--- src/rtl/ray_batch_scheduler.sv ---
`default_nettype none
// ============================================================================
//  Module   : ray_batch_scheduler
//  Purpose  : Shares one triangle-batch intersection engine among NREQ ray
//             requesters. A round-robin arbiter picks a requester, its ray
//             and triangle count are latched, one batch is launched on the
//             engine, and the engine result is returned with the requester
//             ID. A watchdog aborts a batch whose engine never finishes.
//  Ports    : clk, reset (async, active-high)
//             req_valid/req_ready/req_ray/req_tri_cnt - requester side
//             baseaddr                                - triangle table base
//             eng_start/eng_baseaddr/eng_ray/eng_tri_cnt/eng_reset,
//             eng_hit/eng_t/eng_tri_index/eng_finish  - engine side
//             rsp_valid/rsp_ready/rsp_id/rsp_hit/rsp_t/
//             rsp_tri_index/rsp_err                   - response side
//  Revision : 1.0 - initial release
// ============================================================================
module ray_batch_scheduler #(
    parameter int          NREQ    = 4,
    parameter logic [31:0] TIMEOUT = 32'd1048576,
    parameter int          IDW     = $clog2(NREQ)
) (
    input  logic                   clk,
    input  logic                   reset,
    input  logic [NREQ-1:0]        req_valid,
    output logic [NREQ-1:0]        req_ready,
    input  logic [192*NREQ-1:0]    req_ray,
    input  logic [32*NREQ-1:0]     req_tri_cnt,
    input  logic [31:0]            baseaddr,
    output logic                   eng_start,
    output logic [31:0]            eng_baseaddr,
    output logic [191:0]           eng_ray,
    output logic [31:0]            eng_tri_cnt,
    output logic                   eng_reset,
    input  logic                   eng_hit,
    input  logic [31:0]            eng_t,
    input  logic [31:0]            eng_tri_index,
    input  logic                   eng_finish,
    output logic                   rsp_valid,
    input  logic                   rsp_ready,
    output logic [IDW-1:0]         rsp_id,
    output logic                   rsp_hit,
    output logic [31:0]            rsp_t,
    output logic [31:0]            rsp_tri_index,
    output logic                   rsp_err
);

    localparam logic [1:0]  S_IDLE   = 2'd0;
    localparam logic [1:0]  S_LAUNCH = 2'd1;
    localparam logic [1:0]  S_WAIT   = 2'd2;
    localparam logic [1:0]  S_RESP   = 2'd3;
    localparam logic [31:0] T_NONE   = 32'h7fffffff;

    logic [1:0]     state_q, state_d;
    logic [IDW-1:0] rr_ptr_q;
    logic [IDW-1:0] id_q;
    logic [191:0]   eng_ray_q;
    logic [31:0]    eng_tri_cnt_q;
    logic [31:0]    eng_baseaddr_q;
    logic [31:0]    wdog_q;
    logic           rsp_hit_q;
    logic [31:0]    rsp_t_q;
    logic [31:0]    rsp_idx_q;
    logic           rsp_err_q;

    logic           grant_valid;
    logic [IDW-1:0] grant_id;
    logic [IDW:0]   scan;
    logic [191:0]   lane_ray;
    logic [31:0]    lane_cnt;
    logic           finish_take;
    logic           timeout_hit;
    logic [IDW-1:0] rr_next;

    // Round-robin scan. Offsets are visited from the far end back to rr_ptr
    // so the last hit written is the one closest to rr_ptr.
    always_comb begin
        grant_valid = 1'b0;
        grant_id    = '0;
        scan        = '0;
        for (int i = NREQ - 1; i >= 0; i--) begin
            scan = {1'b0, rr_ptr_q} + (IDW+1)'(i);
            if (scan >= (IDW+1)'(NREQ)) begin
                scan = scan - (IDW+1)'(NREQ);
            end
            if (req_valid[scan[IDW-1:0]]) begin
                grant_valid = 1'b1;
                grant_id    = scan[IDW-1:0];
            end
        end
    end

    assign lane_ray = req_ray[192*int'(grant_id) +: 192];
    assign lane_cnt = req_tri_cnt[32*int'(grant_id) +: 32];

    // Watchdog is zero only in the first WAIT cycle (it saturates rather
    // than wrapping), so it doubles as the "ignore stale finish" marker.
    assign finish_take = (state_q == S_WAIT) && eng_finish && (wdog_q != 32'd0);
    assign timeout_hit = (state_q == S_WAIT) && (TIMEOUT != 32'd0) &&
                         (wdog_q == TIMEOUT - 32'd1) && !finish_take;

    assign rr_next = (id_q == IDW'(NREQ - 1)) ? '0 : id_q + 1'b1;

    // ---------------- FSM: state register ----------------
    always_ff @(posedge clk or posedge reset) begin
        if (reset) begin
            state_q <= S_IDLE;
        end else begin
            state_q <= state_d;
        end
    end

    // ---------------- FSM: next state ----------------
    always_comb begin
        state_d = state_q;
        case (state_q)
            S_IDLE: begin
                if (grant_valid) begin
                    state_d = (lane_cnt == 32'd0) ? S_RESP : S_LAUNCH;
                end
            end
            S_LAUNCH: state_d = S_WAIT;
            S_WAIT: begin
                if (finish_take || timeout_hit) begin
                    state_d = S_RESP;
                end
            end
            S_RESP: begin
                if (rsp_ready) begin
                    state_d = S_IDLE;
                end
            end
            default: state_d = S_IDLE;
        endcase
    end

    // ---------------- FSM: outputs ----------------
    // req_ready is also masked by reset so every output reads zero while
    // reset is held, even with requests pending.
    always_comb begin
        req_ready = '0;
        if ((state_q == S_IDLE) && grant_valid && !reset) begin
            req_ready[grant_id] = 1'b1;
        end
        eng_start = (state_q == S_LAUNCH);
        rsp_valid = (state_q == S_RESP);
        eng_reset = timeout_hit;
    end

    // ---------------- Datapath registers ----------------
    always_ff @(posedge clk or posedge reset) begin
        if (reset) begin
            rr_ptr_q       <= '0;
            id_q           <= '0;
            eng_ray_q      <= '0;
            eng_tri_cnt_q  <= '0;
            eng_baseaddr_q <= '0;
            wdog_q         <= '0;
            rsp_hit_q      <= 1'b0;
            rsp_t_q        <= '0;
            rsp_idx_q      <= '0;
            rsp_err_q      <= 1'b0;
        end else begin
            eng_baseaddr_q <= baseaddr;
            case (state_q)
                S_IDLE: begin
                    if (grant_valid) begin
                        id_q <= grant_id;
                        if (lane_cnt == 32'd0) begin
                            // Empty batch: answer immediately, engine
                            // outputs keep the previous launch's values.
                            rsp_hit_q <= 1'b0;
                            rsp_t_q   <= T_NONE;
                            rsp_idx_q <= '0;
                            rsp_err_q <= 1'b0;
                        end else begin
                            eng_ray_q     <= lane_ray;
                            eng_tri_cnt_q <= lane_cnt;
                        end
                    end
                end
                S_LAUNCH: wdog_q <= '0;
                S_WAIT: begin
                    if (wdog_q != 32'hffffffff) begin
                        wdog_q <= wdog_q + 32'd1;
                    end
                    if (finish_take) begin
                        rsp_hit_q <= eng_hit;
                        rsp_t_q   <= eng_t;
                        rsp_idx_q <= eng_tri_index;
                        rsp_err_q <= 1'b0;
                    end else if (timeout_hit) begin
                        rsp_hit_q <= 1'b0;
                        rsp_t_q   <= T_NONE;
                        rsp_idx_q <= '0;
                        rsp_err_q <= 1'b1;
                    end
                end
                S_RESP: begin
                    if (rsp_ready) begin
                        rr_ptr_q <= rr_next;
                    end
                end
                default: ;
            endcase
        end
    end

    assign eng_baseaddr  = eng_baseaddr_q;
    assign eng_ray       = eng_ray_q;
    assign eng_tri_cnt   = eng_tri_cnt_q;
    assign rsp_id        = id_q;
    assign rsp_hit       = rsp_hit_q;
    assign rsp_t         = rsp_t_q;
    assign rsp_tri_index = rsp_idx_q;
    assign rsp_err       = rsp_err_q;

endmodule
`default_nettype wire
--- config.mk ---
export PLATFORM = sky130hd
export DESIGN_NAME = ray_batch_scheduler
export DESIGN_NICKNAME = d
export VERILOG_FILES = /design/src/rtl/ray_batch_scheduler.sv
export SDC_FILE = /design/constraint.sdc
export NUM_CORES = 1
export LEC_CHECK = 0
export BUFFER_PORTS_ARGS = -buffer_cell sky130_fd_sc_hd__buf_2
export CORE_AREA = 2 2 520 522
export DETAILED_ROUTE_END_ITERATION = 8
export DIE_AREA = 0 0 522 524
export SKIP_CTS_REPAIR_TIMING = 1
export SYNTH_ARGS = -nofsm -noshare
export SYNTH_HDL_FRONTEND = slang
export SYNTH_SLANG_ARGS = --single-unit
--- constraint.sdc ---
create_clock -name clk -period 13.62 [get_ports clk]
set_clock_uncertainty 0.2 [all_clocks]
set_input_delay 1.362 -clock clk [delete_from_list [all_inputs] [get_ports clk]]
set_output_delay 1.362 -clock clk [all_outputs]
set_load 0.1 [all_outputs]
==> flow_summary_export.csv <==
group,metric,value,unit
clock_tree,clkLatencyLatePin,670,ps
critical_path,crit_type,"in -> reg",
global_route,grt_max_degree,132,
routing,routed_wl,211000,um
synthesis,synth_warnings,0,
cells_and_area,final_common_cell,"buf_2",
cells_and_area,final_util,12.6,%
placed_design,place_congestion,1.02,
flow_run,drv_cap,0,
critical_path,required,13960,ps
critical_path,reg2reg_from,"rr_ptr_q[1]",
global_route,antenna_found_initial,336,
routing,wl_met3,35200,um
synthesis,synth_area,21300,um2
routing,wirelength_met1,73500,um
synthesis,postSynthCellCount,2486,
die,die_area,274000,um2
routing,dr_wl_met2,89500,um
run_status,outcome,"finished clean",
global_route,grt_pass1_vias,24000,
clock_tree,numCtsBuffers,50,
synthesis,syn_nets,3495,
sta,min_period,7270,ps
synthesis,post_synth.cell_area_avg,8.57,um2
sta,fmax,138,MHz
global_route,overflow,0,
worst_hold_path,worstHoldStart,"rsp_t[1]",
sta,setup_tns,0,ps
cells_and_area,finalNetCount,4711,
routing,wl_per_cell,28.5,um
global_route,grt_pass1_wl,261000,um
sta,drv_slew,0,
cells_and_area,fill_cells,31100,
synthesis,synth_top_area_share,42.3,%
clock_tree,cts-root-buf,"clkbuf_16",
placed_design,hpwl,184000,um
clock_tree,cts_tree,"yes",
cells_and_area,drive_above_1_share,41.4,%
clock_tree,cts.clk_slew.worst_paths,60,ps
synthesis,synth.distinct_cells,43,
worst_hold_path,hp-class,"reg -> reg",
power,internal-power,3.66,mW
sta,period_share,53.4,%
routing,drt_iter0_drc,2079,
critical_path,path_cells,"buf_2 -> nor2b_1 -> a311oi_4 -> buf_4 -> or2_4 -> buf_4 -> a211oi_1 -> o22ai_1 -> nor4_1 -> nand4_1 -> nor2b_4 -> buf_4 -> buf_4 -> mux2_2",
power,leakagePower,15.2,nW
critical_path,end_kind,"flop",
power,power.switching,6.14,mW
power,peakVddDrop,0.206,mV
placed_design,io_buffers,1331,
routing,top_layer_used,"met5",
synthesis,synthTopCellsByArea,"dfrtp_1 (42%), nand2_1 (15%), mux2_1 (8.7%)",
routing,drtAntennaViolNets,0,
die,start_util,7.96,%
cells_and_area,final_cells,7410,
critical_path,cp-startpoint,"req_valid[2]",
placed_design,dp_cells,7202,
synthesis,synth_seq_cells,360,
critical_path,critPathLaunchType,"input port",
die,ios,1332,
clock_tree,clock_tree.buffer_depth,3,
global_route,grtUsageTotal,14.7,%
power,powerDensity,290,nW/um2
routing,drc,0,
synthesis,ys_seq_area_share,42.3,%
power,swShare,62.7,%
sta,setup_violations,0,
clock_tree,clock-sinks,360,
power,clkPwrFrac,14.2,%
critical_path,worstPathArrival,7610,ps
die,die_w,522,um
sta,slew_headroom,29.2,%
critical_path,cpMaxStageDelayCell,"buf_4",
cells_and_area,layout_common_cells,"buf_2 (1331), nand2_1 (828), dfrtp_1 (360)",
critical_path,reg2reg_slack,6670,ps
clock_tree,ctsHtreeMaxLevel,2,
sta,tightestPinTransition,1060,ps
power,pwr-share-seq,17.9,%
critical_path,path_max_fanout,91,
die,dieHeight,524,um
die,core-area,267000,um2
routing,via_count,26400,
critical_path,cpPeakStageDelay,760,ps
sta,rsz0062_at_grt,"false",
sta,final-hold-violation-count,0,
routing,dr.pass1.iters,5,
synthesis,synth_top_area_cell,"dfrtp_1",
power,p_comb_share,67.8,%
die,num_rows,190,
routing,avgViaCountPerCell,3.57,
critical_path,crit_top_cell,"buf_4",
cells_and_area,area_delta_synth_final,58.8,%
[area by class of cell]
cell class	count	area, um2	area share, %
Inverter	51	199	0.588
Clock buffer	70	1420	4.19
Sequential cell	360	9010	26.6
Clock inverter	20	244	0.721
Tap cell	3552	4440	13.1
Timing Repair Buffer	1364	6960	20.6
Multi-Input combinational cell	1875	11300	33.3
Antenna cell	118	295	0.873
[cell families after synthesis]
logic type	after synthesis	share of synthesized area [%]
buffers and inverters	251	5.30
XOR/XNOR	8	0.329
multiplexers	291	15.2
AND/OR/NAND/NOR	1243	26.5
adder cells (fa/ha/maj)	8	0.470
flip-flops	360	42.3
AO/OA/AOI/OAI	325	9.94
[registers in the layout (all words and copies together) (netlist names)]
register       flops
rsp_id             2
eng_ray          192
rsp_t             32
rsp_tri_index     32
eng_baseaddr      32
eng_tri_cnt       32
rr_ptr_q           2
rsp_err            1
wdog_q            32
rsp_hit            1
state_q            2
[Yosys cell counts (all sizes together)]
cell type    n
xnor2        1
a22oi        1
mux2       257
a211o        2
dfrtp      360
o31ai        5
o22ai       17
nand2b      37
o211ai       3
nand3       27
inv         51
xor2         7
nor2        48
mux2i       34
nor4        16
and2         3
a311oi       1
nor3         3
or3          5
ha           8
nand4        7
nand2      828
o41ai        2
nor3b       64
a31oi      193
and3       194
a21oi        8
clkbuf     146
a21o         1
nor2b        4
and4         4
or2          3
a211oi      66
a221oi       1
o21ai       25
buf         54
[per-stage QoR]
stage / hold WS [ps] / power (mW) / setup WS, ps / cell area [um2]
floorplan: 270 / 6.69 / 2070 / 21300
global placement: 263 / 8.39 / 5710 / 31900
detailed placement: 269 / 8.42 / 5620 / 31900
CTS: 283 / 9.87 / 6370 / 33500
global route: 298 / 10.2 / 6100 / 33600
finish: 280 / 9.80 / 6350 / 33800
[power groups by stage]
stage / Clock, mW / Combinational, mW / Sequential, mW
after global routing: 1.48 / 6.91 / 1.80
final: 1.39 / 6.65 / 1.76
after global placement: 0 / 6.63 / 1.76
after detailed placement: 0 / 6.66 / 1.76
after floorplan: 0 / 1.96 / 4.73
after CTS: 1.45 / 6.67 / 1.75
[final timing paths]
path	end	cells after the start
setup / recovery	eng_ray[132]	14
hold / removal	rsp_t[1]	1
setup reg to reg	eng_ray[132]	13
hold reg to reg	rsp_t[1]	1
max in group asynchronous	eng_ray[132]	5
min in group asynchronous	rsp_t[28]	2
[worst max-delay path: cells and delay by family]
kind	cells	cell delay, ps
buf+inv	5	2850
simple gates	5	1800
compound gates	3	760
mux	1	410
[routing by layer]
metal	up-vias	global-route usage, %
li1	11200	-
met1	12300	15.4
met2	1882	22.3
met3	807	10.6
met4	226	6.32
met5	-	1.02
Note: power is estimated with default switching activity, not from simulation.
